`src/rtl/wb_arb_pkg.sv`:
```
// Shared types and field widths for the Wishbone-to-SPI arbiter tile.
// The ABORT state only exists when WB_SPI_ARB_TIMEOUT_EN is defined.
package wb_arb_pkg;

  localparam int ADR_W = 32;
  localparam int DAT_W = 32;
  localparam int SEL_W = 4;
  localparam int TMO_W = 8;

`ifdef WB_SPI_ARB_TIMEOUT_EN
  typedef enum logic [1:0] {
    ST_IDLE  = 2'd0,
    ST_BUSY  = 2'd1,
    ST_ABORT = 2'd2
  } arb_state_t;
`else
  typedef enum logic [1:0] {
    ST_IDLE = 2'd0,
    ST_BUSY = 2'd1
  } arb_state_t;
`endif

endpackage

```
`src/rtl/rr_arbiter.sv`:
```
// Combinational round-robin one-hot selector: the first requester at or
// after index ptr (wrapping) wins; no request gives an all-zero grant.
module rr_arbiter #(
  parameter int N     = 2,
  parameter int PTR_W = (N > 1) ? $clog2(N) : 1
) (
  input  logic [N-1:0]     req,
  input  logic [PTR_W-1:0] ptr,
  output logic [N-1:0]     gnt
);

  logic [PTR_W-1:0] idx;

  // NOTE: every variable assigned in always_comb gets a default first so no
  // path leaves it unassigned, which would otherwise infer a latch.
  always_comb begin
    gnt = '0;
    idx = '0;
    // Walk from farthest to nearest so the nearest requester is written last.
    for (int off = N - 1; off >= 0; off--) begin
      idx = PTR_W'((int'(ptr) + off) % N);
      if (req[idx]) begin
        gnt      = '0;
        gnt[idx] = 1'b1;
      end
    end
  end

endmodule

```
`src/rtl/wb_spi_arbiter.sv`:
```
// Round-robin arbiter letting NR_MASTERS Wishbone masters share one SPI slave.
// Define WB_SPI_ARB_TIMEOUT_EN to add the stall timeout and ABORT state.
module wb_spi_arbiter
  import wb_arb_pkg::*;
#(
  parameter int NR_MASTERS     = 2,
  parameter int TIMEOUT_CYCLES = 255
) (
  input  logic                        clk,
  input  logic                        rst,
  input  logic [ADR_W*NR_MASTERS-1:0] m_adr_i,
  input  logic [DAT_W*NR_MASTERS-1:0] m_dat_i,
  input  logic [SEL_W*NR_MASTERS-1:0] m_sel_i,
  input  logic [NR_MASTERS-1:0]       m_cyc_i,
  input  logic [NR_MASTERS-1:0]       m_stb_i,
  input  logic [NR_MASTERS-1:0]       m_we_i,
  output logic [NR_MASTERS-1:0]       m_ack_o,
  output logic [NR_MASTERS-1:0]       m_err_o,
  output logic [DAT_W-1:0]            m_dat_o,
  output logic [ADR_W-1:0]            s_adr_o,
  output logic [DAT_W-1:0]            s_dat_o,
  output logic [SEL_W-1:0]            s_sel_o,
  output logic                        s_cyc_o,
  output logic                        s_stb_o,
  output logic                        s_we_o,
  input  logic [DAT_W-1:0]            s_dat_i,
  input  logic                        s_ack_i,
  input  logic                        s_err_i,
  output logic [NR_MASTERS-1:0]       grant_o
);

  localparam int PTR_W = (NR_MASTERS > 1) ? $clog2(NR_MASTERS) : 1;

  arb_state_t             state;
  logic [NR_MASTERS-1:0]  grant_q;
  logic [PTR_W-1:0]       owner;
  logic [PTR_W-1:0]       ptr;
  logic [NR_MASTERS-1:0]  rr_gnt;
  logic [PTR_W-1:0]       rr_idx;
  logic [PTR_W-1:0]       next_ptr;
  logic                   busy;
  logic                   own_cyc;

  rr_arbiter #(
    .N     (NR_MASTERS),
    .PTR_W (PTR_W)
  ) u_rr (
    .req (m_cyc_i),
    .ptr (ptr),
    .gnt (rr_gnt)
  );

  always_comb begin
    rr_idx = '0;
    for (int k = 0; k < NR_MASTERS; k++) begin
      if (rr_gnt[k]) rr_idx = PTR_W'(k);
    end
  end

  assign next_ptr = (owner == PTR_W'(NR_MASTERS - 1)) ? '0 : owner + 1'b1;
  assign busy     = (state == ST_BUSY);
  assign own_cyc  = m_cyc_i[owner];
  assign grant_o  = grant_q;
  assign m_dat_o  = s_dat_i;

  // Request path is a pure mux of the owner; everything is gated off outside BUSY.
  assign s_cyc_o = busy & own_cyc;
  assign s_stb_o = busy & m_stb_i[owner];
  assign s_we_o  = busy & m_we_i[owner];
  assign s_adr_o = busy ? m_adr_i[owner*ADR_W +: ADR_W] : '0;
  assign s_dat_o = busy ? m_dat_i[owner*DAT_W +: DAT_W] : '0;
  assign s_sel_o = busy ? m_sel_i[owner*SEL_W +: SEL_W] : '0;
  assign m_ack_o = (s_cyc_o & s_ack_i) ? grant_q : '0;

`ifdef WB_SPI_ARB_TIMEOUT_EN
  localparam logic [TMO_W-1:0] TMO_LIMIT = TMO_W'(TIMEOUT_CYCLES);

  logic [TMO_W-1:0] tmo_cnt;
  logic             tmo_err;

  assign m_err_o = ((s_cyc_o & s_err_i) ? grant_q : '0) | (tmo_err ? grant_q : '0);
`else
  assign m_err_o = (s_cyc_o & s_err_i) ? grant_q : '0;
`endif

  // NOTE: sequential state uses non-blocking assignments so every register
  // samples pre-edge values, independent of statement order.
  always_ff @(posedge clk or posedge rst) begin
    if (rst) begin
      state   <= ST_IDLE;
      grant_q <= '0;
      owner   <= '0;
      ptr     <= '0;
`ifdef WB_SPI_ARB_TIMEOUT_EN
      tmo_cnt <= '0;
      tmo_err <= 1'b0;
`endif
    end else begin
`ifdef WB_SPI_ARB_TIMEOUT_EN
      tmo_err <= 1'b0;
`endif
      case (state)
        ST_IDLE: begin
          if (|m_cyc_i) begin
            state   <= ST_BUSY;
            grant_q <= rr_gnt;
            owner   <= rr_idx;
          end
        end
        ST_BUSY: begin
          // Release wins over everything else, including a timeout in the same cycle.
          if (!own_cyc) begin
            state   <= ST_IDLE;
            grant_q <= '0;
            ptr     <= next_ptr;
`ifdef WB_SPI_ARB_TIMEOUT_EN
            tmo_cnt <= '0;
          end else if (s_ack_i || s_err_i) begin
            tmo_cnt <= '0;
          end else if (s_stb_o) begin
            if (tmo_cnt == TMO_LIMIT - 1'b1) begin
              state   <= ST_ABORT;
              tmo_cnt <= '0;
              tmo_err <= 1'b1;
            end else begin
              tmo_cnt <= tmo_cnt + 1'b1;
            end
`endif
          end
        end
`ifdef WB_SPI_ARB_TIMEOUT_EN
        ST_ABORT: begin
          if (!own_cyc) begin
            state   <= ST_IDLE;
            grant_q <= '0;
            ptr     <= next_ptr;
          end
        end
`endif
        default: begin
          state   <= ST_IDLE;
          grant_q <= '0;
        end
      endcase
    end
  end

endmodule

```
`config.mk`:
```
export PLATFORM = sky130hd
export DESIGN_NAME = wb_spi_arbiter
export DESIGN_NICKNAME = d
export VERILOG_FILES = /design/src/rtl/wb_arb_pkg.sv /design/src/rtl/rr_arbiter.sv /design/src/rtl/wb_spi_arbiter.sv
export SDC_FILE = /design/constraint.sdc
export NUM_CORES = 1
export LEC_CHECK = 0
export ABC_AREA = 1
export ABC_CLOCK_PERIOD_IN_PS = 2000
export BUFFER_PORTS_ARGS = -buffer_cell sky130_fd_sc_hd__buf_2
export CORE_AREA = 2 2 110 112
export CTS_BUF_LIST = sky130_fd_sc_hd__clkbuf_4 sky130_fd_sc_hd__clkbuf_8 sky130_fd_sc_hd__clkbuf_16
export CTS_CLUSTER_SIZE = 20
export DETAILED_ROUTE_END_ITERATION = 16
export DIE_AREA = 0 0 112 114
export PLACE_DENSITY = 0.57
export SYNTH_ARGS = -nofsm -noshare
export SYNTH_HDL_FRONTEND = slang
export SYNTH_SLANG_ARGS = --single-unit
export TNS_END_PERCENT = 20
```
`constraint.sdc`:
```
create_clock -name clk -period 2 [get_ports clk]
set_input_delay 0.1 -clock clk [delete_from_list [all_inputs] [get_ports clk]]
set_output_delay 0.1 -clock clk [all_outputs]
set_load 0.03 [all_outputs]
```
=== Word level (Yosys, flattened, before mapping) ===
Cells that the tools add are included.

* Bits in registers: 6
* Input port bits: 178
* Output and inout port bits: 109
* Word-level logic and storage cells: 58

* Equality and inequality tests: 3
* Reductions and logical operators: 7
* Mux-type cells: 28
* Shift operators: 3
* Add/subtract/negate cells: 2
* Bitwise logic cells: 6
* Magnitude comparators: 5

{| class="wikitable"
|+ Operators with widths
! operator !! count
|-
| indexed part select 64 x 7 -> 32 bit || 2
|-
| 2-to-1 mux 32 bit || 2
|-
| 2-to-1 mux 1 bit || 14
|-
| 2-to-1 mux 2 bit || 7
|-
| one-hot mux 2 bit (2 select lines) || 2
|-
| indexed part select 8 x 4 -> 4 bit || 1
|-
| < comparator 1 x 2 -> 1 bit, second input constant || 3
|-
| AND reduction 2 bit || 3
|-
| bitwise AND 1 bit || 5
|-
| 2-to-1 mux 4 bit || 1
|-
| != test 2 bit, second input constant || 2
|-
| adder 1 bit, second input constant || 2
|-
| demux 1 bit (select 1 bit) || 2
|-
| equality test 2 x 1 -> 1 bit, second input constant || 1
|-
| >= comparator 1 bit, second input constant || 2
|-
| logical AND 1 bit || 2
|-
| zero test 2 bit || 1
|-
| OR reduction 2 bit || 1
|-
| NOT 1 bit || 1
|}

=== Depth between registers and ports, before layout ===
* Depth after elaboration: 9
* Gate-level depth with buffers: 6
* Depth with buffers taken out: 5

=== Modules after synthesis ===
Synthesis repeated with hierarchy kept, for this count alone.

* Cells, all modules: 302
* Area total of the unflattened synthesis: 1542.7 um^2

{| class="wikitable"
|+ Modules (own cells, without submodules)
! module !! seq. area each (um^2) !! cells an instance !! instances !! area an instance (um^2)
|-
| wb_spi_arbiter || 125.1 || 298 || 1 || 1515.2
|-
| rr_arbiter || 0.0 || 4 || 1 || 27.5
|}

=== Worst setup path after synthesis ===
No wires, ideal clock.

* Path kind: register to output
* Start: reg owner
* End: out m_ack_o[0]
* Stages on the path, launching flop included: 7
* Required time: 1.900 ns
* Arrival: 1.176 ns
* Path buffers: 1
* Path slack: 0.724 ns
* Cells stage by stage: dfrtp_1 buf_6 inv_6 nand2_2 nand2_2 nand3_1 nor2_1

* Cells in the longest elaborated chain, start to end: 5

{| class="wikitable"
|+ Ends and longest elaborated chain
! what !! line !! text
|-
| from (decl) || wb_spi_arbiter.sv:36 || <nowiki>logic [PTR_W-1:0] owner;</nowiki>
|-
| from (signal assigned) || wb_spi_arbiter.sv:107 || <nowiki>owner <= rr_idx;</nowiki>
|-
| 2-to-1 mux 1 bit (not written as such) (2 in series) || wb_spi_arbiter.sv:62 || <nowiki>assign own_cyc = m_cyc_i[owner];</nowiki>
|-
| bitwise AND 1 bit || wb_spi_arbiter.sv:67 || <nowiki>assign s_cyc_o = busy & own_cyc;</nowiki>
|-
| bitwise AND 1 bit || wb_spi_arbiter.sv:73 || <nowiki>assign m_ack_o = (s_cyc_o & s_ack_i) ? grant_q : '0;</nowiki>
|-
| 2-to-1 mux 2 bit || wb_spi_arbiter.sv:73 ||
|-
| to (decl) || wb_spi_arbiter.sv:17 || <nowiki>output logic [NR_MASTERS-1:0] m_ack_o,</nowiki>
|}

Every way passes these cells. The select of a mux whose other input is x is not followed.

=== Final worst setup path ===
* Start: reg owner
* End: out s_adr_o[28]

* Cells in the longest elaborated chain, start to end: 2

{| class="wikitable"
|+ Ends and longest elaborated chain
! what !! line !! text
|-
| indexed part select 64 x 7 -> 32 bit || wb_spi_arbiter.sv:70 || <nowiki>assign s_adr_o = busy ? m_adr_i[owner*ADR_W +: ADR_W] : '0;</nowiki>
|-
| 2-to-1 mux 32 bit || wb_spi_arbiter.sv:70 ||
|-
| to (decl) || wb_spi_arbiter.sv:20 || <nowiki>output logic [ADR_W-1:0] s_adr_o,</nowiki>
|}

Every way passes these cells.

==> impl_metrics.toml <==
[clock_tree]
h-tree-depth = 1
cts_resized = 0
ctsRootBufferMaster = "clkbuf_16"
numCtsBuffers = 3
clock_latency_ns = 0.22
postCtsSetupRepairBufs = 0
clk_pin_slew_ns = 0.03
tritoncts = "yes"
clkSinkCount = 5
cts_buffer_depth = 2

[logic_synthesis]
syn_area_sq_um = 1530
ys_warn_count = 0
ys_seq_area_frac = 0.0818
synth_nets = 478
syn_inst = 300
yosysUniqueCellTypes = 16
netlist.area_leader.share = 0.353
ys_ff_latch = 5
synth_area_leaders = "nor2_1 (35%), o21ai_0 (23%), buf_4 (20%), dfrtp_1 (8.2%), buf_2 (2.3%)"
yosysTopAreaCell = "nor2_1"
avgSynthCellArea_sq_um = 5.10

[sta]
hold_viol = 0
setup_viol = 0
setup_tns_ns = 0
tightest_slew_ns = 0.341
slew_violations = 0
rsz0062_at_grt = "no"
timing.fmax_mhz = 619
post-route-period-util = 0.808
finalCriticalPeriod_ns = 1.62
slew-limit-headroom = 0.772
fin_worst_skew_ns = 0.00158

[placed_design]
placed_cells = 621
place.gp.congestion = 0.777
place_hpwl_mm = 5.50
port_buffers = 222

[grt]
antenna_found_initial = 0
grt_usage = 0.0925
grt_pass1_wl_mm = 9.88
grt_pass1_vias = 2142
grt_max_degree = 75
grt_remaining_overflow = 0

[status]
status = "finished clean"

[floorplan]
rows = 40
start_util = 0.131
core_sq_um = 11700
dieArea_sq_um = 12800
die_width_microns = 112
io_pins = 287
die_h_microns = 114

[worst_setup_path]
worstRegToRegCells = 6
cp.required_ns = 1.90
worstReg2RegEnd = "owner"
crit_type = "reg2out"
crit_start = "owner"
regToRegStartpoint = "state[0]"
end_kind = "output pin"
cp.arrival_ns = 1.52
worstSetupEndpoint = "s_adr_o[28]"
r2r_slack_ns = 0.80
crit_fanout = 38
cp-start-kind = "flip-flop"

[layout]
drive_gt1_frac = 0.503
nNetsFinal = 658
areaGrowthSynthToFinish_pct = 71.0
stdcell_count = 626
mostFrequentLayoutCell = "buf_2"
diodes = 0
final_cell_mix = "buf_2 (222), nor2_1 (144), o21ai_0 (71)"
post-route-util = 0.223

[hold_path]
hold_path.class = "in2reg"

[power_and_ir_drop]
switching_power_mw = 3.24
intPower_mw = 1.63
combPwrFrac = 0.889
power_frac_seq = 0.042
ir_drop_mv = 0.586
powerDensity_nw_per_um2 = 1860
clockPowerShare = 0.070
power_switching_share = 0.665
power_leakage_nw = 1.54

[route]
drt-total-wl_mm = 6.88
viasPerCell = 3.87
routed-via-count = 2425
drt-initial-drc-count = 56
ant_nets = 0
drc = 0
drt_first_pass_iters = 4
wire_per_inst_microns = 11.0

[run]
maxCapViolations = 0
layer usage:
metal  vias to the layer above  track usage  wire, microns
met4                         0       0.0195             81
met3                        16       0.0228            706
met1                       983        0.113           2820
li1                       1282            -              -
met5                         -            0              0
met2                       144        0.166           3270
final cells by class:
| type | instances | area, sq um |
|---|---|---|
| Fill cell | 1364 | 9090 |
| Timing Repair Buffer | 230 | 1200 |
| Multi-Input combinational cell | 234 | 996 |
| Tap cell | 147 | 184 |
| Sequential cell | 5 | 128 |
| Clock buffer | 4 | 82.6 |
| Inverter | 6 | 27.5 |
synthesized netlist by cell type, drive strengths merged:
cell / number
nand3: 7
a21oi: 1
clkbuf: 7
nor2: 144
inv: 6
dfrtp: 5
o21ai: 73
nand2: 9
buf: 48
worst max-delay path, stage by stage, from the launching register on:
cell and delay [ns]:
dfrtp_2 0.43, buf_4 0.35, o21ai_0 0.14, nor2_1 0.13, buf_2 0.22
stage by stage:
| stage | worst slack [ns] | power (mW) | hold slack (ns) | cell area, sq um |
|---|---|---|---|---|
| after floorplan | 0.724 | 3.50 | -0.121 | 1530 |
| after global placement | 0.662 | 4.56 | 0.0130 | 2520 |
| after detailed placement | 0.641 | 4.55 | 0.0143 | 2520 |
| after CTS | 0.404 | 4.90 | 0.183 | 2620 |
| after global routing | 0.308 | 5.24 | 0.200 | 2620 |
| final | 0.383 | 4.87 | 0.178 | 2620 |
cells by family after synthesis:
group,after synthesis,share of synthesized area
flops,5,0.0818
simple gates,160,0.406
buf+inv,61,0.267
compound gates,74,0.244
worst min-delay path by stage:
stage                     slack (ns)  cells past startpoint         from          end
after floorplan                -0.12                      1          rst   grant_o[0]
after global placement          0.01                      2          rst   grant_o[1]
after detailed placement        0.01                      2          rst   grant_o[1]
after CTS                       0.18                      3   m_cyc_i[0]   grant_o[0]
after global routing            0.20                      0  s_dat_i[10]  m_dat_o[10]
final                           0.18                      3   m_cyc_i[0]   grant_o[0]
flip-flops by register name, summed over array words and instances (netlist names):
signal and count:
ptr 1, grant_o 2, state 1, owner 1
repair_timing:
action                     CTS  global route
hold endpoints to repair     5             0
setup endpoints to repair    0             0
hold buffers                 1             0
power groups by stage:
stage	registers, mW	clock network [mW]	logic [mW]
after floorplan	0.208	0	3.29
after global routing	0.208	0.356	4.68
after global placement	0.203	0	4.36
final	0.203	0.339	4.33
after CTS	0.204	0.345	4.35
after detailed placement	0.206	0	4.34
(Power assumes the default switching activity.)
